[src/rtl/burst_timing_gen.sv]
// burst_timing_gen: per-period preamble/payload/gap burst timing with registered phase outputs.
// Define BURST_TIMING_STATS_EN to build the burst_count / cfg_truncate_count statistics.
module burst_timing_gen (
  input  logic        hb0_gtwiz_userclk_tx_usrclk2_int,
  input  logic        hb0_gtwiz_reset_tx_datapath_int,
  input  logic [31:0] preamble_length_vio_int,
  input  logic [31:0] burst_length_vio_int,
  input  logic [31:0] burst_period_vio_int,
  input  logic        error_accumulator_clear,
  output logic        burst_en,
  output logic        preamble_active,
  output logic        payload_active,
  output logic        burst_start,
  output logic [31:0] burst_count,
  output logic [15:0] cfg_truncate_count
);
  typedef enum logic [1:0] {IDLE, PREAMBLE, PAYLOAD, GAP} state_t;
  state_t st_q, st_d;
  logic [31:0] p_q, p_d, pre_q, pre_d, len_q, len_d, per_q, per_d;
  logic en_q, pre_act_q, pay_act_q, start_q, start_d, wrap, new_per, trunc;
  logic clk, rst;
  assign clk = hb0_gtwiz_userclk_tx_usrclk2_int;
  assign rst = hb0_gtwiz_reset_tx_datapath_int;
  function automatic state_t phase(input logic [31:0] p, input logic [31:0] pre, input logic [31:0] len);
    return (p < pre) ? PREAMBLE : ({1'b0, p} < {1'b0, pre} + {1'b0, len}) ? PAYLOAD : GAP;
  endfunction
  always_comb begin
    st_d    = st_q;
    p_d     = p_q;
    pre_d   = pre_q;
    len_d   = len_q;
    per_d   = per_q;
    start_d = 1'b0;
    wrap    = 1'b0;
    new_per = 1'b0;
    if (st_q == IDLE) begin
      if (per_q != 32'd0) begin
        st_d    = phase(32'd0, pre_q, len_q);
        p_d     = 32'd0;
        start_d = 1'b1;
        new_per = 1'b1;
      end else begin
        pre_d = preamble_length_vio_int;
        len_d = burst_length_vio_int;
        per_d = burst_period_vio_int;
      end
    end else if (p_q == per_q - 32'd1) begin
      wrap    = 1'b1;
      p_d     = 32'd0;
      pre_d   = preamble_length_vio_int;
      len_d   = burst_length_vio_int;
      per_d   = burst_period_vio_int;
      new_per = burst_period_vio_int != 32'd0;
      start_d = new_per;
      st_d    = new_per ? phase(32'd0, pre_d, len_d) : IDLE;
    end else begin
      p_d  = p_q + 32'd1;
      st_d = phase(p_d, pre_q, len_q);
    end
    trunc = ({1'b0, pre_d} + {1'b0, len_d}) > {1'b0, per_d};
  end
  always_ff @(posedge clk) begin
    if (rst) begin
      st_q      <= IDLE;
      p_q       <= '0;
      pre_q     <= '0;
      len_q     <= '0;
      per_q     <= '0;
      en_q      <= 1'b0;
      pre_act_q <= 1'b0;
      pay_act_q <= 1'b0;
      start_q   <= 1'b0;
    end else begin
      st_q      <= st_d;
      p_q       <= p_d;
      pre_q     <= pre_d;
      len_q     <= len_d;
      per_q     <= per_d;
      en_q      <= (st_d == PREAMBLE) || (st_d == PAYLOAD);
      pre_act_q <= st_d == PREAMBLE;
      pay_act_q <= st_d == PAYLOAD;
      start_q   <= start_d;
    end
  end
  assign burst_en        = en_q;
  assign preamble_active = pre_act_q;
  assign payload_active  = pay_act_q;
  assign burst_start     = start_q;
`ifdef BURST_TIMING_STATS_EN
  logic [31:0] bc_q;
  logic [15:0] tc_q;
  always_ff @(posedge clk) begin
    if (rst || error_accumulator_clear) begin
      bc_q <= '0;
      tc_q <= '0;
    end else begin
      if (wrap) bc_q <= bc_q + 32'd1;
      if (new_per && trunc && tc_q != 16'hFFFF) tc_q <= tc_q + 16'd1;
    end
  end
  assign burst_count        = bc_q;
  assign cfg_truncate_count = tc_q;
`else
  logic unused_stats;
  assign unused_stats       = error_accumulator_clear ^ wrap ^ new_per ^ trunc;
  assign burst_count        = '0;
  assign cfg_truncate_count = '0;
`endif
endmodule
[config.mk]
export PLATFORM = sky130hd
export DESIGN_NAME = burst_timing_gen
export DESIGN_NICKNAME = d
export VERILOG_FILES = /design/src/rtl/burst_timing_gen.sv
export SDC_FILE = /design/constraint.sdc
export NUM_CORES = 1
export LEC_CHECK = 0
export BUFFER_PORTS_ARGS = -buffer_cell sky130_fd_sc_hd__buf_4
export CAP_MARGIN = 20
export CORE_ASPECT_RATIO = 0.6
export CORE_MARGIN = 10
export CORE_UTILIZATION = 35
export CTS_BUF_LIST = sky130_fd_sc_hd__clkbuf_4 sky130_fd_sc_hd__clkbuf_8 sky130_fd_sc_hd__clkbuf_16
export CTS_CLUSTER_DIAMETER = 80
export DETAILED_ROUTE_END_ITERATION = 8
export GPL_TIMING_DRIVEN = 1
export PLACE_DENSITY = 0.56
export SLEW_MARGIN = 40
export SYNTH_ARGS = -nofsm -noshare
export SYNTH_HDL_FRONTEND = slang
export SYNTH_SLANG_ARGS = --single-unit
[constraint.sdc]
create_clock -name hb0_gtwiz_userclk_tx_usrclk2_int -period 5.1 [get_ports hb0_gtwiz_userclk_tx_usrclk2_int]
set_clock_uncertainty 0.1 [all_clocks]
set_input_delay 1.02 -clock hb0_gtwiz_userclk_tx_usrclk2_int [delete_from_list [all_inputs] [get_ports hb0_gtwiz_userclk_tx_usrclk2_int]]
set_output_delay 1.02 -clock hb0_gtwiz_userclk_tx_usrclk2_int [all_outputs]
set_load 0.02 [all_outputs]
* Yosys cells after proc, flatten, opt, wreduce, memory -nomap -nowiden
Index checks and enable logic that the tools add are counted.
Word-level totals: bits in writable memories 0, register bits after elaboration 134, memories kept 0, memory bits (read-only) 0, word-level logic and storage cells 55, latch bits 0
Cells by class: shift operators 0, $add $sub $neg 4, bitwise logic cells 0, div/mod/pow operators 0, order comparisons 6, equal/unequal tests 5, reduce and logical (&&, ||, !) cells 6, multiplexer cells 25, multiply operators 0
Operators with widths (count):
- $mux 32 | 12
- $add 32x32->33 | 2
- $lt 1x33->1 const A | 2
- $lt 1x32->1 const A | 2
- $reduce_bool 32->1 | 2
- $lt 32x33->1 | 1
- $add 32x1->32 const B | 1
- $eq 32x32->1 | 1
- $lt 32x32->1 | 1
- $sub 32x1->32 const B | 1
- $mux 2 | 7
- $mux 1 | 6
- $eq 2x1->1 const B | 1
- $eq 2x2->1 const B | 1
- $logic_not 2->1 | 1
- $ne 2x1->1 const B | 1
- $ne 2x2->1 const B | 1
- $reduce_and 2->1 | 1
- $reduce_bool 2->1 | 1
- $logic_or 1x1->1 | 1

* Longest topological paths before layout
depth in word-level cells 9, mapped depth 22, gate-level depth less buffers 21

* Worst setup path after synthesis
Ideal clock, no wire load.
path kind register -> register, start point register p_q[1], end point register en_q (netlist: burst_en), clock period less this slack 4.909 ns, data arrival time 4.742 ns, stages on the path, launching flop included 22, required time 4.933 ns, path slack 0.191 ns, path buffers 1, setup time 0.067 ns, cells stage by stage dfxtp_1 -> ha_1 -> nand3_1 -> nor2_1 -> nand3_1 -> or3_1 -> clkbuf_1 -> nor3_1 -> nand3_1 -> xnor2_1 -> ha_1 -> a2111oi_0 -> o21ai_0 -> a2111oi_0 -> nand4_1 -> nor2_1 -> o31ai_1 -> a21oi_1 -> o31a_1 -> and2_1 -> ha_1 -> nor2_1
On the way: cells in the longest elaborated chain, start to end 8
RTL lines:
- start, declared | line 19 | logic [31:0] p_q, p_d, pre_q, pre_d, len_q, len_d, per_q, per_d;
- start signal, assigned | line 75 | p_q <= p_d;
- $add 32x1->32 | line 57 | p_d = p_q + 32'd1;
- $lt 32x33->1 | line 25 | return (p < pre) ? PREAMBLE : ({1'b0, p} < {1'b0, pre} + {1'b0, len}) ? PAYLOAD : GAP;
- $mux 1 | line 25
- $mux 2 | line 25
- $mux 2 * | line 47 | end else if (p_q == per_q - 32'd1) begin
- $mux 2 * | line 36 | if (st_q == IDLE) begin
- $eq 2x1->1 or $eq 2x2->1 (tied branches) | line 79 | en_q <= (st_d == PREAMBLE) || (st_d == PAYLOAD);
- $logic_or 1x1->1 * | line 79
- end signal, assigned | line 79
- end, declared | line 20 | logic en_q, pre_act_q, pay_act_q, start_q, start_d, wrap, new_per, trunc;
Mark *: on every way between the ends. The rest lies on a longest branch, timed or not. A chain may end at the register's enable or synchronous reset.

* Final worst setup path
start point input port preamble_length_vio_int[0], end point register en_q (netlist: burst_en)
On the way: cells in the longest elaborated chain, start to end 9
RTL lines:
- start, declared | line 6 | input logic [31:0] preamble_length_vio_int,
- $add 32x32->33 | line 25
- $lt 1x33->1 | line 25
- $mux 1 | line 25
- $mux 2 * | line 25
- $mux 2 * | line 55 | st_d = new_per ? phase(32'd0, pre_d, len_d) : IDLE;
- $mux 2 * | line 47
- $mux 2 * | line 36
- $eq 2x1->1 or $eq 2x2->1 (tied branches) | line 79
- $logic_or 1x1->1 * | line 79
Marked as above.

==> reports/metrics.csv <==
stage,metric,value,unit
status,status,completed,
floorplanning,die_width,268,microns
power_and_ir_drop,vdd_drop_max,472,uV
synthesis,synth-edff-count,0,
worst_setup_path,crit_type,in -> reg,
global_routing,first_global_vias,12400,
worst_setup_path,reg2reg_depth,25,
synthesis,synth_warnings,0,
synthesis,synth_seq_area_share,20.7,%
placement,dp_hpwl,38300,microns
routing,first_iter_violations,1258,
floorplanning,initial_utilization,35.5,%
routing,avgViaCountPerCell,5.66,
timing,setup_tns,0,ns
power_and_ir_drop,power.density,571,nW/um^2
placement,port_buffers,101,
clocking,hold_buffers,0,
clocking,cts.sink_count,134,
routing,wirelength,46900,microns
routing,drt_pass1_iterations,5,
routing,num_vias,13600,
synthesis,synthArstFlopShare,0,%
worst_setup_path,timing.reg2reg.setup_slack,0.21,ns
layout,layout-drive-gt1-share,17.8,%
timing,setup_violations,0,
worst_setup_path,crit_slowest_cell,nor4_1,
flow_run,cap_viol_max_count,0,
layout,num_antenna_cells,0,
timing,drv_slew,0,
timing,hold_viol,0,
synthesis,synth_ff_type,dfxtp_1,
clocking,cts.htree.levels,4,
clocking,clk_path_buf_depth,2,
global_routing,grt_pass1_wl,71000,microns
global_routing,grt_max_degree,69,
global_routing,grt.overflow.total,0,
layout,nets,2135,
worst_setup_path,cp.required,5.31,ns
global_routing,antenna_found_initial,1,
hold_path,hold-path-cell-count,2,
hold_path,min-delay-start,len_q[14],
placement,pre_cts_ws,-0.401,ns
worst_setup_path,rr_startpoint,pre_q[1],
worst_setup_path,startpoint_type,primary input,
floorplanning,rows,54,
hold_path,min_to,len_q[14],
routing,drc,0,
clocking,clock_tree.root_cell,clkbuf_16,
worst_setup_path,critPathMaxFanout,6,
clocking,clk_latency,0.45,ns
timing,fmax,200,MHz
timing,slew_headroom,40.8,%
clocking,cts_tree,yes,
worst_setup_path,crit_buf_inv,1,
floorplanning,ios,151,
floorplanning,core-area,36400,sq um
worst_setup_path,crit_arrival,5.21,ns
worst_setup_path,end_kind,flop,
global_routing,grt_usage,19.9,%
clocking,cts.clk_slew.worst_paths,0.06,ns
floorplanning,dieArea,45300,sq um
worst_setup_path,slowest_delay,0.56,ns
hold_path,hp-class,reg -> reg,
synthesis,yosysUniqueCellTypes,85,
worst_setup_path,critical-path-top-delay-family,simple AND/OR/NAND/NOR gates,
worst_setup_path,worstPathCellList,buf_4 > ha_1 > fa_1 > a21oi_1 > nor4_1 > or4_1 > a221oi_1 > and4_1 > nand4_1 > nor4_1 > nand4_1 > o31a_1 > and2_1 > ha_1 > nor2_1,
timing,tightestPinTransition,0.886,ns
synthesis,postSynthAreaPerCell,7.48,sq um
worst_setup_path,cp-startpoint,preamble_length_vio_int[0],
clocking,numCtsBuffers,17,
timing,period_share,98.0,%
timing,worst_slack,0.101,ns
placement,gp_congestion,0.921,
timing,period_needed,5.00,ns
synthesis,synth-seq-cells,134,
power_and_ir_drop,power_leakage,6.50,nW
worst_setup_path,reg2reg_to,burst_en,
synthesis,syn-instance-count,1730,
synthesis,syn_area,12900,sq um
floorplanning,die_height,169,microns
routing,postRouteAntennaNets,0,
layout,syn_to_final_growth,20.9,%
routing,wl_per_cell,19.6,microns
-- worst register-to-register path: stages (launching register included) --
cell	delay, ns
dfxtp_1	0.32
ha_1	0.31
a211oi_2	0.20
buf_4	0.15
o211ai_1	0.14
a31o_2	0.33
a2111oi_4	0.35
nor2_2	0.10
and3_4	0.20
buf_4	0.14
nor2_2	0.10
xor2_1	0.11
ha_2	0.22
a2111oi_4	0.37
o21ai_2	0.14
buf_4	0.15
buf_4	0.12
a41oi_1	0.14
nor2_1	0.08
o22ai_1	0.20
o31ai_1	0.11
a21oi_1	0.13
o31a_1	0.16
and2_1	0.13
ha_1	0.22
nor2_1	0.10
-- metrics by stage --
step | std cells | utilization [%] | hold WS, ns | instance area (sq um) | power, mW
after floorplan | 1777 | - | 0.365 | 13100 | 5.59
after CTS | 2391 | 42.6 | 0.406 | 15500 | 8.76
after global routing | 2393 | 42.9 | 0.438 | 15600 | 9.58
after global placement | 2359 | 40.8 | 0.389 | 14900 | 7.30
after detailed placement | 2359 | 40.9 | 0.391 | 14900 | 7.39
final | 2393 | 42.9 | 0.403 | 15600 | 8.94
-- how the worst max path moves through the flow --
stage	end	slack, ns	cells after the start
after CTS	burst_en	0.007	21
after global routing	burst_en	-0.01	24
final	burst_en	0.10	15
after detailed placement	burst_en	-0.40	23
after global placement	burst_en	-0.31	23
after floorplan	burst_en	0.19	21
-- sequential cells by signal, summed over array words and instances, names as in the netlist --
signal	count
st_q	2
p_q	32
len_q	32
per_q	32
burst_start	1
pre_q	32
burst_en	1
preamble_active	1
payload_active	1
-- area by class of cell --
type	count	area, sq um
clock buffer	20	467
clock inverter	11	150
fill	3770	20800
inverter	65	244
multi-input combinational	1425	9520
sequential	134	2680
tap	476	596
timing repair buffer	262	1980
-- kinds of logic after synthesis --
group | Yosys count | synth area share (%)
AND/OR/NAND/NOR | 563 | 22.0
XOR/XNOR | 100 | 6.77
AO/OA/AOI/OAI | 543 | 26.4
multiplexers | 40 | 3.10
adder cells (fa/ha/maj) | 131 | 12.8
buffers and inverters | 218 | 8.18
flip-flops | 134 | 20.7
other | 1 | 0.0290
-- synth_stat cells, drive strengths merged (16+ instances only) --
master	instances	area, sq um
dfxtp	134	2680
buf	70	502
nand3	42	223
clkbuf	83	313
nor4	42	299
a21oi	178	895
nor3	29	145
inv	65	244
xor2	39	342
xnor2	61	534
mux2i	39	390
o211ai	16	120
nor2	127	484
ha	129	1610
nand4	53	332
o21ai	145	726
nand2	167	627
a211oi	22	170
a311oi	22	193
a21o	31	233
-- metal layers --
layer  part of all wire, %  global-route usage [%]  routed length [microns]
met4                  0.76                    3.55                      357
met1                    50                    29.9                    23600
met3                   8.7                    5.64                     4050
met5                  0.27                    2.02                      126
met2                    40                    27.0                    18800
-- what timing repair did --
action	in CTS	in global routing
gates resized for setup	7	22
endpoints found under the setup margin	4	4
buffers inserted	1	2
endpoints found under the hold margin	0	0
gates cloned	0	0
pin swaps	0	9
-- placed cells by master (no fill, tap or decap), drive strengths merged, types with 6 or more instances in the layout --
master / instances
xor2: 39
nor2b: 11
nand2: 167
nand4: 53
inv: 65
or3: 13
clkbuf: 20
mux2i: 39
a2111oi: 14
a31oi: 9
dfxtp: 134
nor2: 127
or4: 7
nand2b: 13
and3: 15
ha: 129
a22oi: 15
a211oi: 22
buf: 262
nor4: 42
conb: 48
o31ai: 9
xnor2: 61
o22ai: 6
nand3: 42
o211ai: 16
or2: 6
a311oi: 22
a21oi: 178
o21ai: 145
a41oi: 8
nor3: 29
nor3b: 7
a21boi: 7
o21a: 11
a21o: 31
and2: 9
-- where the power goes --
part	internal [mW]	switching [mW]	total, mW
Clock	0.804	0.514	1.32
Combinational	2.31	3.59	5.90
Sequential	1.37	0.346	1.72
Total	4.48	4.45	8.94
Note: power is estimated with default switching activity, not from simulation.
